--- src/rtl/conv_accum_lane.sv ---
// One MAC lane of the convolution engine: accumulates NUM_TERMS signed products
// into a saturating accumulator and holds the result until acknowledged.
module conv_accum_lane #(
  parameter int unsigned DATA_W    = 8,
  parameter int unsigned ACC_W     = 32,
  parameter int unsigned NUM_TERMS = 9
) (
  input  logic              clk,
  input  logic              rst_n,
  input  logic              start,
  input  logic              ack,
  input  logic              in_valid,
  output logic              in_ready,
  input  logic [DATA_W-1:0] in_a,
  input  logic [DATA_W-1:0] in_b,
  output logic [ACC_W-1:0]  acc_out,
  output logic              done,
  output logic              ovf
);

  localparam int unsigned PROD_W = 2 * DATA_W;
  localparam int unsigned SUM_W  = ACC_W + 1;
  localparam int unsigned CNT_W  = $clog2(NUM_TERMS + 1);

  typedef enum logic [1:0] {IDLE, ACCUM, DRAIN, DONE} state_t;

  state_t                    state, state_next;
  logic [CNT_W-1:0]          count;
  logic signed [PROD_W-1:0]  prod, prod_c;
  logic                      prod_valid;
  logic                      accept, last_beat;
  logic signed [SUM_W-1:0]   sum;
  logic                      sat_hi, sat_lo;
  logic [ACC_W-1:0]          acc_next;

  // Beat acceptance, product and saturating add (one guard bit detects overflow)
  always_comb begin
    accept    = in_valid & in_ready & ~start;
    last_beat = accept && (count == CNT_W'(NUM_TERMS - 1));
    prod_c    = PROD_W'($signed(in_a)) * PROD_W'($signed(in_b));
    sum       = SUM_W'($signed(acc_out)) + SUM_W'(prod);
    sat_hi    = ~sum[SUM_W-1] &  sum[SUM_W-2];
    sat_lo    =  sum[SUM_W-1] & ~sum[SUM_W-2];
    acc_next  = sum[ACC_W-1:0];
    if (sat_hi) begin
      acc_next = {1'b0, {(ACC_W-1){1'b1}}};
    end else if (sat_lo) begin
      acc_next = {1'b1, {(ACC_W-1){1'b0}}};
    end
  end

  // Next-state logic; start overrides everything, DRAIN waits for the pipeline to empty
  always_comb begin
    state_next = state;
    if (start) begin
      state_next = ACCUM;
    end else begin
      case (state)
        IDLE:    state_next = IDLE;
        ACCUM:   if (last_beat) state_next = DRAIN;
        DRAIN:   if (!prod_valid) state_next = DONE;
        DONE:    if (ack) state_next = IDLE;
        default: state_next = IDLE;
      endcase
    end
  end

  always_ff @(posedge clk or negedge rst_n) begin
    if (!rst_n) begin
      state <= IDLE;
    end else begin
      state <= state_next;
    end
  end

  // Datapath and registered status outputs
  always_ff @(posedge clk or negedge rst_n) begin
    if (!rst_n) begin
      count      <= '0;
      prod       <= '0;
      prod_valid <= 1'b0;
      acc_out    <= '0;
      ovf        <= 1'b0;
      in_ready   <= 1'b0;
      done       <= 1'b0;
    end else begin
      in_ready <= (state_next == ACCUM);
      done     <= (state_next == DONE);
      if (start) begin
        count      <= '0;
        prod_valid <= 1'b0;
        acc_out    <= '0;
        ovf        <= 1'b0;
      end else begin
        prod_valid <= accept;
        if (accept) begin
          count <= count + CNT_W'(1);
          prod  <= prod_c;
        end
        if (prod_valid) begin
          acc_out <= acc_next;
          ovf     <= ovf | sat_hi | sat_lo;
        end
      end
    end
  end

endmodule
--- config.mk ---
export PLATFORM = sky130hd
export DESIGN_NAME = conv_accum_lane
export DESIGN_NICKNAME = d
export VERILOG_FILES = /design/src/rtl/conv_accum_lane.sv
export SDC_FILE = /design/constraint.sdc
export NUM_CORES = 1
export LEC_CHECK = 0
export CORE_MARGIN = 2
export CORE_UTILIZATION = 45
export CTS_BUF_LIST = sky130_fd_sc_hd__clkbuf_4
export DETAILED_ROUTE_END_ITERATION = 10
export PLACE_DENSITY = 0.71
export SLEW_MARGIN = 0
export SYNTH_ARGS = -nofsm -noshare
export SYNTH_HDL_FRONTEND = slang
export SYNTH_SLANG_ARGS = --single-unit
--- constraint.sdc ---
create_clock -name clk -period 3.8 [get_ports clk]
set_clock_uncertainty 0.15 [all_clocks]
set_input_delay 0.38 -clock clk [delete_from_list [all_inputs] [get_ports clk]]
set_output_delay 0.38 -clock clk [all_outputs]
set_load 0.01 [all_outputs]
Word level (Yosys, flattened, before mapping)
Cells that the tools add are included.

operators by class
  add/subtract/negate cells = 2
  multipliers = 1
  equal/unequal tests = 6
  muxes and demuxes = 14
  bitwise operators = 9
  reduce and logical (&&, ||, !) cells = 5

operators by type and width
  kind                 count
  $mux 32              4
  $add 32x16->33       1
  $mul 8x8->16         1
  $mux 2               4
  $mux 4               2
  $pmux 2 s4           1
  $eq 2x2->1 const B   3
  $add 4x1->4 const B  1
  $and 1x1->1          4
  $eq 2x1->1 const B   2
  $eq 4x4->1 const B   1
  $reduce_bool 2->1    2
  $mux 1               3
  $not 1->1            3
  $logic_not 2->1      1
  $or 1x1->1           2
  $reduce_and 2->1     1
  $logic_and 1x1->1    1

word-level totals
  register bits after elaboration = 58
  input port bits = 21
  output and inout port bits = 35
  logic and storage cells = 45

Longest topological paths before layout
Gate-level depths: netlist (run 1).

  depth after elaboration = 7
  depth in mapped cells = 18
  depth with buffers taken out = 18

Worst setup path after synthesis (run 1)
Ideal clock, no wire load.

  path type = input -> register
  from = input port in_a[3]
  to = register prod[12]
  library setup time = 0.095 ns
  data arrival time = 4.108 ns
  data required time = 3.555 ns
  setup slack = -0.553 ns
  stages = 17
  path buffers = 0
  cell sequence = and2_1 fa_1 inv_1 fa_1 inv_1 fa_1 inv_1 fa_1 inv_1 ha_1 o21ai_0 a21oi_1 o21a_1 o21a_1 o21a_1 o21a_1 o31ai_1

on the way
  longest elaborated chain between the ends = 1

ends and longest elaborated chain
  item                  line  text
  from (decl)           14    input logic [DATA_W-1:0] in_a,
  $mul 8x8->16          40    prod_c = PROD_W'($signed(in_a)) * PROD_W'($signed(in_b));
  to (signal assigned)  98    prod <= prod_c;
  to (decl)             29    logic signed [PROD_W-1:0] prod, prod_c;

Every way passes these cells.
A chain may end at the register's enable or synchronous reset.

Worst setup path in the final report (run 1)
  from = input port in_b[1]
  to = register prod[14]

on the way
  longest elaborated chain between the ends = 1

ends and longest elaborated chain
  item          line  text
  from (decl)   15    input logic [DATA_W-1:0] in_b,
  $mul 8x8->16  40

Every way passes these cells.

==> results summary, run 1 <==
The routed wire length is roughly 16 mm. The element type at the critical path end is a flip-flop. In this run the standard cell core region covers roughly 0.014 mm^2.

The number of levels the H-tree was split into is 3. The maximum number of pins on one net before global-route repair is 34. The power share of the clock group is between 10% and 20%. Walking the worst path, the cells encountered are buf_8 -> and2_4 -> fa_1 -> inv_1 -> fa_1 -> inv_2 -> fa_1 -> inv_1 -> fa_1 -> inv_2 -> ha_4 -> o21ai_4 -> a21oi_2 -> o21a_1 -> o21a_1 -> o211ai_1 -> a2111oi_0 -> nand3b_1. The critical-path cell with the highest stage delay is sky130_fd_sc_hd__fa_1.

The die width is between 100 and 150 um. When the netlist entered floorplanning its net count stood at 848. Power spread over the standard cell area amounts to 625.5 mW/mm^2.

The transition at the pin with the smallest max-transition slack came out at 849.2 ps. Sequential cells account for 17.7% of the total power. The sequential cell area in the final layout is 0.001451 mm^2. The run finished, with violations left. The most used standard cell by instance count after synthesis is sky130_fd_sc_hd__inv_1. The number of global-route vias before repair came out at 5,749. The top cell type's share of synthesized area came out at approximately 22%. The number of DRC markers after the initial detailed-route iteration is 423.

Ranked by total cell area, the synthesized netlist is headed by sky130_fd_sc_hd__dfrtp_1 22%, sky130_fd_sc_hd__fa_1 17%, sky130_fd_sc_hd__ha_1 12%, sky130_fd_sc_hd__inv_1 5.5%, sky130_fd_sc_hd__and2_1 5.0%. The number of endpoints with negative hold slack in the final report came out at 0. TritonCTS built the clock tree. The fmax is about 250 MHz. The internal power of the cells totals 2.833 mW. In the finished design, the share of the clock period the worst path needs comes to 107.3%. The detailed router put a total of roughly 6.9 mm of wire on met1. The synthesized design spends more area on one cell type than any other, namely sky130_fd_sc_hd__dfrtp_1. The cell row count came out at 43. The first detailed-routing pass took 5 iterations. In the routed design, unresolved DRC markers number 0.

The setup-violating endpoint count in the final report came out at 5. The initial cell density of the core is between 40% and 50%. The number of pins with negative max-slew slack in the final report came out at 0. After clock tree synthesis, the clock-pin slew on the worst setup and hold paths is between 100 and 150 ps.

The arrival time of the worst setup path is roughly 4300 ps. The switching power summed over all nets is roughly 2.3 mW. The number of antenna violations at the first check in global routing is 0. The most frequent cell on the critical path is sky130_fd_sc_hd__fa_1. Across the run, the number of max-cap violations was 0. At the placement stage, the worst setup path has a slack of -1166 ps. For this run, asynchronously set or reset flops after synthesis account for between 90% and 100%. The final non-filler cell total came out at 1,013. The multi-input logic area came out at about 0.0049 mm^2. The top routing layer in use is met4. The floorplan step defined a die boundary enclosing between 0.015 and 0.02 mm^2. Once detail routing completed, the nets flagged for antenna violations numbered 0. Across every metal layer, demand over resource in global routing totals 20.38%. In this run, synthesis inferred 0 flip-flops with an integrated enable.

In the detailed route, the total length drawn on met3 is between 500 and 600 um. The classification of the worst setup path is in -> reg. The number of nets in the final layout is around 970.

The area added between synthesis and finish came out at 24.73%. After detailed routing, the met2 layer carries about 8 mm of wire. The core utilization of the finished layout came out at about three fifths.

Summed over all nets, the half-perimeter wirelength after detailed placement is around 12 mm. The wire length of the first global-routing pass is approximately 27 mm. Measured against its own limit, the worst slew margin works out to between 40% and 50%. The proportion of total power due to net switching is 44.28%. The sequential share of the synthesized area is about 22%. In this run, distinct cell masters in the synthesized netlist total 58. The buffer type at the clock tree root is sky130_fd_sc_hd__clkbuf_4. Sorting the synthesized cells by how often they occur yields 95 x sky130_fd_sc_hd__inv_1, 63 x sky130_fd_sc_hd__ha_1, 63 x sky130_fd_sc_hd__nand2_1.

The analysis attributes to cell leakage a power of about 4 nW. The required time of the critical path is 4010 ps. The minimum setup slack in the final design came out at -276.3 ps. On the final layout, the worst hold slack is ~180 ps. The final reports fail on setup timing.

The y dimension of the die is around 120 um. After detailed routing, the average wire length per cell comes to about 16 um. The final period demand of the worst path came out at a little over 4000 ps. The logic gate share of total power came out at 71.5%. In this run, placement finished with an instance count of a little under 1,000. The via count came out at 5,598.

Counting the buffers created by CTS gives 9. In this run the tool buffered the top-level ports with 55 buffer cells. The instance count of the mapped netlist is 708. Setup repair after global routing could not meet its margin everywhere.

After global routing the overflow that remains totals 0. Of the cells placed in the final design, the portion with a size suffix greater than 1 is roughly 20%. The boundary pin count is 56. The classification of the worst-slack hold path is in -> reg. The filler cell count is around 1,200. In the routed layout, each cell is associated on average with a via count of approximately 5.5. The synthesized area per cell is 9.206 um^2. After synthesis the cells add up to about 0.0065 mm^2. Routability-driven placement finished with a final weighted congestion of 0.9769.

The buffer levels on the longest clock path came out at 2. The design draws between 5 and 6 mW. The highest cell delay on the worst timing path came out at between 500 and 600 ps.

The flip-flop and latch count after synthesis is between 50 and 60. The clock sink count came out at between 50 and 60. The clock latency at the later pin of the worst-skew pair is 430 ps. The most used flip-flop cell after synthesis is sky130_fd_sc_hd__dfrtp_1. STA classifies the critical path startpoint as a primary input. The worst-case vdd ir drop is around 0.43 mV. The maximum fanout along the worst path is 6. The yosys synthesis warning count is 0.
## worst max-delay path, delay by kind of cell
family	cells	cell delay, ps
adders and majority gates	5	2290
AOI/OAI and AO/OA	6	1010
and+or+nand+nor	2	310
buffers and inverters	5	300
## cells by family (layout without fill, tap and decap cells)
| family | count (synthesis) | in the layout | share of synthesized area, % |
|---|---|---|---|
| other | 0 | 1 | 0 |
| adder cells (fa/ha/maj) | 119 | 119 | 29.30 |
| XOR/XNOR | 45 | 45 | 6.047 |
| AO/OA/AOI/OAI | 165 | 165 | 18.51 |
| AND/OR/NAND/NOR | 207 | 207 | 16.18 |
| flip-flops | 58 | 58 | 22.27 |
| multiplexers | 3 | 4 | 0.6719 |
| buffers and inverters | 111 | 234 | 7.026 |
## final timing paths
check                      depth (start not counted)       start  slack (ps)           to
min reg2reg                                        2     prod[2]         350      prod[2]
min in group asynchronous                          2       rst_n         340  acc_out[21]
min                                                4     in_b[0]         180      prod[0]
max reg2reg                                       10  acc_out[0]         210  acc_out[17]
max in group asynchronous                          3       rst_n        2300      prod[8]
max                                               18     in_b[1]        -280     prod[14]
## cell usage in the layout (no fill, tap or decap), drive strengths merged, types with 3 or more instances in the layout
cell type / instances
nor2: 28
fa: 56
mux2i: 3
a31oi: 5
xor2: 17
inv: 96
dfrtp: 58
nand4: 5
nor3: 8
nand2b: 7
o21a: 11
and3: 6
clkdlybuf4s50: 38
or3: 4
and2: 53
buf: 82
xnor2: 28
clkbuf: 10
o22ai: 3
nand2: 63
o21ai: 27
clkinv: 4
a21o: 14
o211ai: 5
a2bb2oi: 4
a41oi: 3
a221o: 30
nor2b: 9
a21oi: 38
nand3: 14
or2: 4
o21bai: 3
o31ai: 6
ha: 63
## stage by stage
step / setup TNS (ps) / area, um^2
detailed placement: -8437 / 7712
floorplan: -1295 / 6609
global route: -1761 / 8127
global placement: -7643 / 7712
finish: -863.6 / 8129
CTS: -998.2 / 8006
## timing repair
action	4_1_cts	5_1_grt
gates resized for setup	98	28
hold endpoints to repair	25	0
endpoints found under the setup margin	9	35
setup buffers	7	4
pin swaps	36	32
hold buffers	1	0
gates cloned	0	1
## power by group through the flow
stage	combinational (mW)	clock, mW	sequential (mW)
floorplan	2.34	0	0.910
global placement	3.25	0	0.907
detailed placement	3.35	0	0.915
CTS	3.53	0.550	0.902
global route	4.06	0.580	0.920
finish	3.64	0.546	0.902
## cell type report
type	instances	area share, %
multi-input combinational	540	59.90
sequential	58	17.85
timing repair buffer	122	12.91
inverter	96	4.433
tap	180	2.771
clock inverter	7	1.262
clock buffer	9	0.8312
antenna	1	0.03078
## per-layer routing
layer | vias up | track usage [%]
met3 | 27 | 2.277
met2 | 129 | 36.48
met1 | 2754 | 25.93
met5 | - | 0
met4 | 0 | 5.882
li1 | 2688 | -
## registers in the layout (all words and copies together) (netlist names)
signal	cells
in_ready	1
count	4
state	2
prod	16
ovf	1
acc_out	32
done	1
prod_valid	1
(Power assumes the default switching activity.)
==> run 2: changes to the inputs <==
Settings changed: ABC_AREA set to 1, PLACE_DENSITY 0.71 to 0.7.
==> results summary, run 2 <==
The number of levels the H-tree was split into came out at 3. The number of antenna violations at the first check in global routing is 0. The critical-path cell with the highest stage delay is sky130_fd_sc_hd__fa_1. Once detail routing completed, the nets flagged for antenna violations numbered 0. The synthesized area per cell is between 7 and 8 um^2. The remaining routing DRC violations is 0. The max-capacitance violation count came out at 0. The cell sitting at the root of the clock tree is a sky130_fd_sc_hd__clkbuf_4.

The routed design could run at a clock period as short as approximately 3800 ps. The slack of the worst reg-to-reg path came out at between 500 and 600 ps. Summing all non-filler instances in the final layout gives an area of 0.008584 mm^2. The fraction of layout instances using a drive strength above 1 is between 15 and 20%.

The flip-flop cell with the highest count after synthesis is sky130_fd_sc_hd__dfrtp_1. The worst-case vdd ir drop came out at ~0.34 mV. The signal on the critical path passes through buf_4 -> or2_4 -> fa_1 -> fa_1 -> inv_2 -> fa_1 -> inv_2 -> fa_1 -> inv_2 -> ha_4 -> a21o_1 -> a21oi_4 -> o21ai_2 -> a21oi_2 -> xor2_1 -> o21ai_1. Static timing analysis puts the maximum clock frequency at 264.4 MHz. The total area inside the core boundary comes to around 0.015 mm^2. Input and output buffers added on the ports amount to 55. sky130_fd_sc_hd__nand2_1 is the most common cell in the netlist. TritonCTS built the clock tree. The number of pins with negative max-slew slack in the final report came out at 0.

The critical path contains buffers and inverters numbering 4 combined. Leaving out fill and tap cells, the most frequent cells in the layout are 299 x sky130_fd_sc_hd__nand2_1, 181 x sky130_fd_sc_hd__inv_1, 58 x sky130_fd_sc_hd__dfrtp_1, 55 x sky130_fd_sc_hd__fa_1. The worst hold path begins at in_a[0]. The required time of the critical path is 3970 ps. acc_out holds more flip-flops than any other register. The filler cell count came out at 1,482. The boundary pin count came out at 56. Power comes to a little under 7 mW.

The number of endpoints with negative hold slack in the final report came out at 0. The floorplan step defined a die boundary enclosing approximately 0.017 mm^2. The number of inserted diodes came out at 0. In this run the biggest area consumer among cell types represents between 20% and 30% of the synthesized area.

After synthesis, the share of flip-flops with an asynchronous set or reset is 100.0%. The run finished with clean final reports. The arrival time of the worst setup path came out at 3950 ps. The total nets after synthesis came out at 1,139. Row generation in the floorplan step produced 45 rows.

The final RePlAce weighted congestion came out at 0.9690. By instance count, the cell type seen most on the critical path is sky130_fd_sc_hd__fa_1. The core utilization of the finished layout is about 56%. The number of global-route vias before repair came out at a little over 6,000. The wire length of the first global-routing pass came out at just under 30 mm.

The total overflow left after global routing is 0. The maximum fanout along the worst path came out at 2. The routed design has between 15 and 20 mm of wire. The element type at the critical path end is a flip-flop. The maximum number of pins on one net before global-route repair came out at 38. Final hold analysis gives a worst-case slack of about 240 ps. The combined area of all synthesized cells came out at between 0.007 and 0.008 mm^2.

After synthesis, the most frequently instantiated cells are 308 x sky130_fd_sc_hd__nand2_1, 193 x sky130_fd_sc_hd__inv_1, 63 x sky130_fd_sc_hd__ha_1. By area the synthesized netlist is led by sky130_fd_sc_hd__dfrtp_1 20%, sky130_fd_sc_hd__nand2_1 16%, sky130_fd_sc_hd__fa_1 16%, sky130_fd_sc_hd__ha_1 11%, sky130_fd_sc_hd__inv_1 10%. The yosys synthesis warning count is 0. The total global-route track usage came out at 21.88%.

The clock sink count came out at just under 60. For hold timing, the worst endpoint is prod[0]. Using the TritonRoute via totals, the vias-per-cell ratio works out to 4.884. The y dimension of the die came out at between 100 and 150 um.

The startpoint type of the worst setup path is a primary input. The HPWL after detailed placement is between 10 and 15 mm. The instance area after placement came out at 0.008305 mm^2. The number of buffers created by CTS is 9. The number of nets in the final layout came out at around 1,200. The depth of the most critical reg-to-reg path came out at 16. In this design, the largest share of critical-path delay is due to adder cells. In this run the critical register-to-register path is launched from prod[15]. The number of search-and-repair iterations in the first detailed-routing pass came out at 6. The post-route clock period utilization is between 90% and 100%.

The leading cell type in the layout, fill and taps excluded is sky130_fd_sc_hd__nand2_1. The instance count of the mapped netlist came out at roughly 1,000. The area added between synthesis and finish is 20.79%. The highest cell delay on the worst timing path came out at around 570 ps. The flip-flop and latch count after synthesis came out at between 50 and 60. The reg-to-reg critical path endpoint is acc_out[30]. The worst hold path cell count came out at 4. In this run, synthesis inferred 0 flip-flops with an integrated enable. The number of DRC markers after the initial detailed-route iteration came out at around 450. Setup violations remaining at the end of the flow were counted as 0. The critical path is of the in -> reg type.

The clock input transition at the sequential cells of the worst setup and hold paths is between 100 and 150 ps. The flip-flop count of the largest register, all copies and words added is 32. The post-synthesis cell type count is 36.

Setup repair after global routing could not meet its margin everywhere. The sequential share of the synthesized area is roughly 20%. The largest registers in the layout are acc_out (32), prod (16), count (4). The routed layout has 6,398 vias. The buffer levels on the longest clock path is 2. The tightest min-delay check is of the in -> reg type. The power density normalized to cell area came out at 795.2 mW/mm^2. The synthesized design spends more area on one cell type than any other, namely sky130_fd_sc_hd__dfrtp_1. The die is between 100 and 150 um wide. For the pin with the worst max-slew slack, the measured transition is 856.1 ps. The worst slew margin relative to its limit is between 40% and 50%. The clock latency at the later pin of the worst-skew pair came out at around 450 ps. The average wire length per cell after detail routing is roughly 13 um. The initial cell density of the core came out at between 40% and 50%. For this design the static power due to leakage is between 4 and 5 nW.
-- run 2: cell count changes in the layout (fill, tap and decap cells not counted), sizes merged, moves of 7 or more --
cell / change
a21o: -12
nand3: +48
nor2: +25
nor2b: -9
buf: -14
and2: -53
nand2: +267
inv: +100
nand2b: -7
o21a: -10
a21oi: +7
xnor2: -12
a221o: -30
-- run 2: cells by family (layout without fill, tap and decap cells) --
family                   after synthesis  count (layout)  share of synthesized area [%]
AO/OA/AOI/OAI                         94              94                          7.395
XOR/XNOR                              38              38                          4.683
flip-flops                            58              58                          20.42
adder cells (fa/ha/maj)              119             119                          26.87
AND/OR/NAND/NOR                      468             468                          28.40
buffers and inverters                222             322                          12.24
-- run 2: timing repair --
action / in CTS / in global routing
buffers inserted: 2 / 4
endpoints found under the hold margin: 36 / 0
hold buffers: 1 / 0
setup endpoints to repair: 10 / 7
resized for setup: 80 / 27
pin swaps: 18 / 28
-- run 2: per-layer routing --
layer | vias up | wire [um] | GRT usage [%]
li1 | 3264 | - | -
met1 | 2962 | 8357 | 30.82
met2 | 145 | 7794 | 34.52
met3 | 27 | 850 | 4.046
met4 | 0 | 382 | 6.325
met5 | - | 0 | 0
-- run 2: area by class of cell --
type | instances | area [um^2] | area share [%]
sequential | 58 | 1451 | 16.91
inverter | 196 | 743.2 | 8.658
tap | 211 | 264.0 | 3.075
multi-input combinational | 719 | 5034 | 58.64
timing repair buffer | 110 | 930.9 | 10.84
clock inverter | 7 | 93.84 | 1.093
clock buffer | 9 | 67.56 | 0.7871
-- run 2: how the worst max path moves through the flow --
| stage | cells after the start | end | from | slack, ps |
|---|---|---|---|---|
| 2_1_floorplan | 19 | prod[12] | in_a[5] | -250 |
| 3_3_place_gp | 15 | prod[15] | in_b[4] | -960 |
| 3_5_place_dp | 15 | prod[15] | in_b[4] | -970 |
| 4_1_cts | 18 | prod[15] | in_b[4] | 20 |
| 5_1_grt | 17 | prod[13] | in_b[7] | -110 |
| 6_report | 16 | prod[13] | in_a[0] | 20 |
-- run 2: per-stage QoR --
stage	TNS (ps)	std cells	worst slack [ps]
finish	0	1310	18.43
global route	-464.5	1310	-113.0
CTS	0	1306	18.75
floorplan	-883.8	999	-245.6
global placement	-7675	1287	-961.7
detailed placement	-8170	1287	-969.4
-- run 2: where the power goes --
group / switching (mW) / internal [mW] / leakage, nW
Combinational: 2.99 / 2.27 / 3.95
Clock: 0.259 / 0.264 / 0.0819
Sequential: 0.208 / 0.839 / 0.741
-- run 2: worst register-to-register path, delay by kind of cell, from the launching register on --
kind	cells	cell delay [ps]
and+or+nand+nor	9	830
adders and majority gates	1	420
buffers and inverters	4	530
DFF	1	800
AOI/OAI and AO/OA	2	400
